[src/rtl/fifo_uart_pkg.sv]
// fifo_uart_pkg: shared types for the FIFO drain UART.
// Frame FSM states, parity modes and data width.
package fifo_uart_pkg;

  localparam int DATA_W   = 8;

  localparam int PAR_NONE = 0;
  localparam int PAR_ODD  = 1;
  localparam int PAR_EVEN = 2;

  typedef enum logic [2:0] {
    ST_IDLE,
    ST_FETCH,
    ST_LOAD,
    ST_START,
    ST_DATA,
    ST_PARITY,
    ST_STOP
  } state_e;

endpackage

[src/rtl/uart_bit_timer.sv]
// uart_bit_timer: counts clk cycles inside one UART bit.
// bit_done marks the last cycle of each bit period.
module uart_bit_timer #(
  parameter int CLKS_PER_BIT = 434
) (
  input  logic clk,
  input  logic rst,
  input  logic clear,
  output logic bit_done
);

  logic [15:0] cnt_q;
  logic [15:0] cnt_d;

  assign bit_done = (cnt_q == 16'(CLKS_PER_BIT - 1));

  // Next count: restart on clear or at the end of a bit
  always_comb begin
    cnt_d = cnt_q + 16'd1;
    if (clear || bit_done) begin
      cnt_d = '0;
    end
  end

  // Count register
  always_ff @(posedge clk or posedge rst) begin
    if (rst) begin
      cnt_q <= '0;
    end else begin
      cnt_q <= cnt_d;
    end
  end

endmodule

[src/rtl/fifo_uart_tx.sv]
// fifo_uart_tx: pops bytes from the sample FIFO read port
// and sends each as an 8N1/8O/8E UART frame.
module fifo_uart_tx
  import fifo_uart_pkg::*;
#(
  parameter int CLKS_PER_BIT = 434,
  parameter int PARITY       = 0,
  parameter int STOP_BITS    = 1
) (
  input  logic        clk,
  input  logic        rst,
  input  logic        fifo_empty,
  input  logic [7:0]  fifo_do,
  output logic        fifo_re,
  output logic        tx,
  output logic        busy,
  output logic [15:0] byte_cnt
);

  state_e              state_q, state_d;
  logic [DATA_W-1:0]   data_q, data_d;
  logic [2:0]          idx_q, idx_d;
  logic                stop_q, stop_d;
  logic                tx_q, tx_d;
  logic                re_q, re_d;
  logic                busy_q, busy_d;
  logic [15:0]         cnt_q, cnt_d;
  logic                bit_done;
  logic                tmr_clear;
  logic                par_bit;

  // Parity always comes from the captured byte
  assign par_bit = (PARITY == PAR_EVEN) ? ^data_q : ~^data_q;

  // Timer restarts whenever the FSM changes state
  assign tmr_clear = (state_d != state_q);

  uart_bit_timer #(
    .CLKS_PER_BIT(CLKS_PER_BIT)
  ) u_timer (
    .clk      (clk),
    .rst      (rst),
    .clear    (tmr_clear),
    .bit_done (bit_done)
  );

  // Frame FSM next state plus registered-output next values
  always_comb begin
    state_d = state_q;
    data_d  = data_q;
    idx_d   = idx_q;
    stop_d  = stop_q;
    cnt_d   = cnt_q;
    unique case (state_q)
      ST_IDLE: begin
        if (!fifo_empty) state_d = ST_FETCH;
      end
      ST_FETCH: state_d = ST_LOAD;
      ST_LOAD: begin
        data_d  = fifo_do;
        state_d = ST_START;
      end
      ST_START: begin
        if (bit_done) begin
          state_d = ST_DATA;
          idx_d   = '0;
        end
      end
      ST_DATA: begin
        if (bit_done) begin
          if (idx_q == 3'd7) begin
            state_d = (PARITY == PAR_NONE) ? ST_STOP : ST_PARITY;
            stop_d  = 1'b0;
          end else begin
            idx_d = idx_q + 3'd1;
          end
        end
      end
      ST_PARITY: begin
        if (bit_done) begin
          state_d = ST_STOP;
          stop_d  = 1'b0;
        end
      end
      ST_STOP: begin
        if (bit_done) begin
          if (stop_q == 1'(STOP_BITS - 1)) begin
            state_d = ST_IDLE;
            cnt_d   = cnt_q + 16'd1;
          end else begin
            stop_d = 1'b1;
          end
        end
      end
      default: state_d = ST_IDLE;
    endcase

    re_d   = (state_d == ST_FETCH);
    busy_d = (state_d != ST_IDLE);
    unique case (state_d)
      ST_START:  tx_d = 1'b0;
      ST_DATA:   tx_d = data_d[idx_d];
      ST_PARITY: tx_d = par_bit;
      default:   tx_d = 1'b1;
    endcase
  end

  // State, shift data and registered outputs
  always_ff @(posedge clk or posedge rst) begin
    if (rst) begin
      state_q <= ST_IDLE;
      data_q  <= '0;
      idx_q   <= '0;
      stop_q  <= 1'b0;
      tx_q    <= 1'b1;
      re_q    <= 1'b0;
      busy_q  <= 1'b0;
      cnt_q   <= '0;
    end else begin
      state_q <= state_d;
      data_q  <= data_d;
      idx_q   <= idx_d;
      stop_q  <= stop_d;
      tx_q    <= tx_d;
      re_q    <= re_d;
      busy_q  <= busy_d;
      cnt_q   <= cnt_d;
    end
  end

  assign tx       = tx_q;
  assign fifo_re  = re_q;
  assign busy     = busy_q;
  assign byte_cnt = cnt_q;

endmodule
[config.mk]
export PLATFORM = sky130hd
export DESIGN_NAME = fifo_uart_tx
export DESIGN_NICKNAME = d
export VERILOG_FILES = /design/src/rtl/fifo_uart_pkg.sv /design/src/rtl/uart_bit_timer.sv /design/src/rtl/fifo_uart_tx.sv
export SDC_FILE = /design/constraint.sdc
export NUM_CORES = 1
export LEC_CHECK = 0
export ABC_AREA = 1
export CELL_PAD_IN_SITES_DETAIL_PLACEMENT = 1
export CELL_PAD_IN_SITES_GLOBAL_PLACEMENT = 1
export CORE_ASPECT_RATIO = 1.5
export CORE_MARGIN = 5
export CORE_UTILIZATION = 46
export CTS_CLUSTER_DIAMETER = 120
export DETAILED_ROUTE_END_ITERATION = 6
export PLACE_DENSITY_LB_ADDON = 0.05
export SLEW_MARGIN = 30
export SYNTH_ARGS = -nofsm -noshare
export SYNTH_HDL_FRONTEND = slang
export SYNTH_HIERARCHICAL = 1
export SYNTH_SLANG_ARGS = --single-unit
[constraint.sdc]
create_clock -name clk -period 4.7 [get_ports clk]
set_clock_uncertainty 0.1 [all_clocks]
set_input_delay 1.41 -clock clk [delete_from_list [all_inputs] [get_ports clk]]
set_output_delay 1.41 -clock clk [all_outputs]
set_load 0.005 [all_outputs]
==> flow_metrics.tcl, run 1 <==
set metrics [dict create \
    seqCellArea_um2 1230 \
    totalWireLength_um 6510 \
    cts_buffers 5 \
    criticalPathCategory "reg2out" \
    path_clk_slew_ns 0.10 \
    max_cap_violations 0 \
    min_to "byte_cnt[15]" \
    critPathSlowestCell "dfstp_2" \
    slew_headroom_pct 60.7 \
    p_per_area_nw_per_um2 221 \
    synth_ff_type "dfrtp_1" \
    synth_edf_count 0 \
    wl_per_cell_um 14.8 \
    finalCriticalPeriod_ns 2.85 \
    yosysWarnings 6 \
    crit_chain "clkdlybuf4s50_1" \
    min_path_type "reg2reg" \
    min_delay_path_depth 1 \
    rsz0062_at_grt "false" \
    die_h_um 106 \
    initial_core_util_pct 46.7 \
    finalSetupViolCount 0 \
    h-tree-depth 2 \
    ys_types 38 \
    end_kind "output port" \
    setup_tns_ns 0 \
    ir_drop_uv 185 \
    drive_above_1_share_pct 16.7 \
    synthCells 332 \
    setup_ws_ns 1.85 \
    synth_top_area_share_pct 42.2 \
    syn_avg_cell_area_um2 8.57 \
    first_pass_iters 4 \
    cts_tree "done" \
    pin_count 30 \
    crit_path_max_incr_delay_ns 0.54 \
    hp-start "byte_cnt[15]" \
    drtAntennaViolNets 0 \
    clkSinkCount 49 \
    core-area_um2 6090 \
    syn_to_final_growth_pct 15.9 \
    drt_first_iter_violations 43 \
    p_total_w 0.000729 \
    reg2reg_from "u_timer/cnt_q[1]" \
    portBuffers 29 \
    multi_input_area_um2 1390 \
    ctsRootBufferMaster "clkbuf_8" \
    grt_antenna_before_repair 0 \
    grt-ovfl-total 0 \
    postCtsSetupBuffers 0 \
    grt_pass1_vias 2502 \
    arrival_ns 1.34 \
    gp_congestion 0.801 \
    n_antenna_cell 0 \
    yosysMostFrequentCell "nand2_1" \
    fin_nets 380 \
    crit_path_max_fanout 1 \
    rr_worst_depth 13 \
    grt_use_total_pct 18.9 \
    tightest_slew_ns 0.588 \
    synth_area_um2 2850 \
    critPathLaunch "tx" \
    hpwl_um 5310 \
    reg2reg_slack_ns 2.20 \
    vias 2230 \
    via_per_inst 5.07 \
    status "complete, no violations" \
    synthTopCellsByArea "dfrtp_1, nand2_1, nand3_1" \
    start_kind "flop" \
    worstSkewPairLatency_ns 0.30 \
    synth_nets 347 \
    synth_largest_area_cell "dfrtp_1" \
    grt_pass1_wl_um 11600 \
    drv_slew 0 \
    die_x_um 74.2 \
    cts.repair.resized 0 \
    max_freq_mhz 351 \
    synth_common_cells "nand2_1, dfrtp_1, inv_1" \
    num_rows 35 \
    async_flop_share_pct 100 \
    grt_max_degree 34 \
    dp_slack_ns 1.55 \
    finalHoldViolCount 0 \
    crit_buf_inv 1 \
    reg2reg_to "u_timer/cnt_q[10]" \
    fill_cells 759 \
    cpLargestDelayFamily "flip-flops" \
    synth-seq-cells 49 \
    yosysSeqAreaShare_pct 43.1 \
    dieArea_um2 7890 \
    finalCritPeriodShare_pct 60.7 \
    p_leak_nw 1.61 \
    clk_path_buf_depth 2 \
    drcViolationCount 0 \
    cts_hold_buf 0 \
    crit_required_ns 3.19 \
]
cell families (layout without fill, tap and decap cells):
logic type / count (synthesis) / after routing / share of synthesized area, %
fa+ha+maj: 4 / 4 / 1.76
flops: 49 / 49 / 43.1
buf+inv: 54 / 88 / 8.09
simple gates: 183 / 183 / 35.2
xor+xnor: 30 / 30 / 9.23
compound gates: 12 / 12 / 2.55
placed cells by master (no fill, tap or decap), types with 5 or more instances in the layout:
cell,Yosys,layout
clkdlybuf4s50_1,0,29
o21ai_1,5,5
nand3_1,31,31
dfrtp_1,48,48
nor2_1,23,23
xor2_1,13,13
nor2_2,15,15
nor2_4,5,5
clkbuf_8,0,6
nand2_2,7,7
inv_2,6,6
inv_1,41,41
xnor2_1,17,17
nand4_1,10,10
nand3_2,5,5
nand2_1,69,69
through the flow:
step | utilization [%] | cells | hold slack (ns) | instance area, um2
final | 54.2 | 440 | 0.377 | 3300
after global routing | 54.2 | 440 | 0.410 | 3300
after CTS | 54.2 | 440 | 0.388 | 3300
after detailed placement | 52.5 | 432 | 0.366 | 3200
after global placement | 52.5 | 432 | 0.367 | 3200
after floorplan | - | 332 | 0.368 | 2850
worst max path at each step:
stage | end | slack (ns) | cells past startpoint
2_1_floorplan | u_timer/cnt_q[12] | 2.20 | 9
3_3_place_gp | u_timer/cnt_q[9] | 1.60 | 9
3_5_place_dp | u_timer/cnt_q[9] | 1.55 | 9
4_1_cts | tx | 1.83 | 1
5_1_grt | u_timer/cnt_q[15] | 1.70 | 9
6_report | tx | 1.85 | 1
sequential cells by signal (all words and copies together), names as in the netlist:
signal / count
fifo_re: 1
data_q: 8
state_q: 3
busy: 1
byte_cnt: 16
idx_q: 3
tx: 1
u_timer/cnt_q: 16
routing by layer:
metal	up-vias	track usage (%)	wire length [um]	part of all wire, %
met5	-	0	0	0
met4	0	4.96	89	1.4
met3	6	2.65	103	1.6
met2	19	36.7	3900	60
met1	1094	20.6	2420	37
li1	1111	-	-	-
report_power, final:
part	internal [W]	switching, W
logic	0.0000178	0.0000182
clock network	0.000122	0.000144
registers	0.000425	0.00000263
cell type report:
cell class,count,area share [%]
clock inverters,2,0.531
inverters,49,5.61
well taps,74,2.81
flip-flops and latches,49,37.2
multi-input cells,229,42.1
repair buffers,31,9.26
clock buffers,6,2.50
No activity file was read; power rests on OpenSTA's default activity.
==> inputs of run 2 (changes only) <==
--- a/config.mk
+++ b/config.mk
@@ -10,7 +10,7 @@
 export CELL_PAD_IN_SITES_GLOBAL_PLACEMENT = 1
 export CORE_ASPECT_RATIO = 1.5
 export CORE_MARGIN = 5
-export CORE_UTILIZATION = 46
+export CORE_UTILIZATION = 39
 export CTS_CLUSTER_DIAMETER = 120
 export DETAILED_ROUTE_END_ITERATION = 6
 export PLACE_DENSITY_LB_ADDON = 0.05
==> constraint.sdc (replaced) <==
create_clock -name clk -period 2.5 [get_ports clk]
set_clock_uncertainty 0.1 [all_clocks]
set_input_delay 0.75 -clock clk [delete_from_list [all_inputs] [get_ports clk]]
set_output_delay 0.75 -clock clk [all_outputs]
set_load 0.005 [all_outputs]
==> run 2 against run 1 <==
Net effect: count of clock-buffer cells in the layout unchanged; combinational power up 98%; final area up 4.9%; clock power up 120%; non-clock buffer count up 13; global-route usage down 2.2 points; critical path type is now reg2reg; critical endpoint is now tx; highest routed layer unchanged.
==> flow_metrics.tcl, run 2 (synthesized netlist as in run 1, its figures left out) <==
set metrics [dict create \
    status "complete, no violations" \
    h-tree-depth 2 \
    timing.hold.ws_ns 0.382 \
    gp_congestion 0.803 \
    start_kind "flop" \
    first_pass_iters 4 \
    drcViolationCount 0 \
    drive_above_1_share_pct 20.1 \
    crit_path_max_fanout 6 \
    max_cap_violations 0 \
    wl_per_cell_um 14.3 \
    drv_slew 0 \
    path_clk_slew_ns 0.09 \
    finalCritPeriodShare_pct 90.7 \
    crit_path_frequent_cell "buf_4" \
    die_h_um 115 \
    intPower_w 0.00113 \
    final_common_cell "nand2_1" \
    slew_headroom_pct 55.5 \
    dp_slack_ns 0.0849 \
    via_per_inst 4.82 \
    grt_pass1_vias 2490 \
    finalCriticalPeriod_ns 2.27 \
    grt-ovfl-total 0 \
    final_cell_area_um2 3460 \
    arrival_ns 2.41 \
    p_leak_nw 1.67 \
    drtAntennaViolNets 0 \
    setup_ws_ns 0.232 \
    fin_nets 393 \
    critPathSlowestCell "dfrtp_1" \
    grt_pass1_wl_um 12000 \
    syn_to_final_growth_pct 21.5 \
    min_path_type "reg2reg" \
    tightest_slew_ns 0.666 \
    sw_frac_of_total_pct 22.2 \
    totalWireLength_um 6830 \
    criticalPathCategory "reg2reg" \
    seqCellArea_um2 1230 \
    end_kind "flop" \
    crit_chain "inv_1, ha_1, nand4_1, nor3_2, buf_4, buf_4, nand4_2, inv_2, nor3_1, buf_4, nor3_2, nand3_1, nand3_1" \
    crit_path_max_incr_delay_ns 0.41 \
    cts_buffers 5 \
    cts_tree "done" \
    clk_path_buf_depth 2 \
    dieArea_um2 9140 \
    multi_input_area_um2 1410 \
    crit_buf_inv 5 \
    fill_cells 881 \
    pwr-share-comb_pct 4.9 \
    ctsRootBufferMaster "clkbuf_8" \
    clkSinkCount 49 \
    n_antenna_cell 0 \
    finalHoldViolCount 0 \
    switchingPower_w 0.000323 \
    portBuffers 29 \
    drt_first_iter_violations 81 \
    worstSkewPairLatency_ns 0.30 \
    seq_power_share_pct 55.1 \
    core-area_um2 7180 \
    ir_drop_uv 261 \
    initial_core_util_pct 39.6 \
    max_freq_mhz 441 \
    grt_max_degree 34 \
    die_x_um 79.7 \
    grt_antenna_before_repair 0 \
    postPlaceCellArea_um2 3290 \
    hpwl_um 5290 \
    pin_count 30 \
    final_cell_mix "nand2_1, dfrtp_1, inv_1" \
    grt_use_total_pct 16.8 \
    num_rows 38 \
    crit_required_ns 2.64 \
    cpLargestDelayFamily "simple AND/OR/NAND/NOR gates" \
    p_total_w 0.00146 \
    p_per_area_nw_per_um2 421 \
    vias 2307 \
    power_frac_clock_pct 40.0 \
    finalSetupViolCount 0 \
]
run 2: area by class of cell:
type / count / area share [%]
clock inverters: 2 / 1.12
flip-flops and latches: 49 / 35.5
inverters: 49 / 5.35
clock buffers: 6 / 2.10
repair buffers: 44 / 11.6
multi-input cells: 229 / 40.7
well taps: 100 / 3.62
run 2: worst paths after layout:
kind / start / endpoint / slack (ns) / depth (start not counted)
worst min-delay path: byte_cnt[15] / byte_cnt[15] / 0.38 / 1
worst max register to register: u_timer/cnt_q[1] / tx / 0.23 / 13
max in group asynchronous: rst / u_timer/cnt_q[15] / 1.10 / 2
min in group asynchronous: rst / u_timer/cnt_q[5] / 0.76 / 2
worst min register to register: byte_cnt[15] / byte_cnt[15] / 0.38 / 1
worst max-delay path: u_timer/cnt_q[1] / tx / 0.23 / 13
run 2: power groups by stage:
stage / logic [W] / clock network (W) / registers [W]
after global placement: 0.0000738 / 0 / 0.000819
after global routing: 0.0000812 / 0.000647 / 0.000805
after detailed placement: 0.0000749 / 0 / 0.000819
after CTS: 0.0000750 / 0.000603 / 0.000803
final: 0.0000712 / 0.000582 / 0.000803
after floorplan: 0.0000433 / 0 / 0.000818
run 2: per-layer routing:
| layer | wire length, um | vias to the layer above | GRT usage (%) |
|---|---|---|---|
| met5 | 0 | - | 0 |
| met4 | 87 | 0 | 4.62 |
| met3 | 146 | 6 | 2.60 |
| met2 | 3980 | 21 | 32.6 |
| met1 | 2620 | 1146 | 18.5 |
| li1 | - | 1134 | - |
run 2: repair_timing:
item	in CTS	in global routing
endpoints found under the hold margin	0	0
setup buffers	0	5
gates resized for setup	0	4
setup endpoints to repair	0	17
hold buffers	0	0
run 2: metrics by stage:
stage | cells | util, % | setup TNS, ns
floorplan | 332 | - | 0
global placement | 466 | 45.8 | 0
detailed placement | 466 | 45.8 | 0
CTS | 474 | 47.4 | 0
global route | 479 | 48.2 | -0.00799
finish | 479 | 48.2 | 0
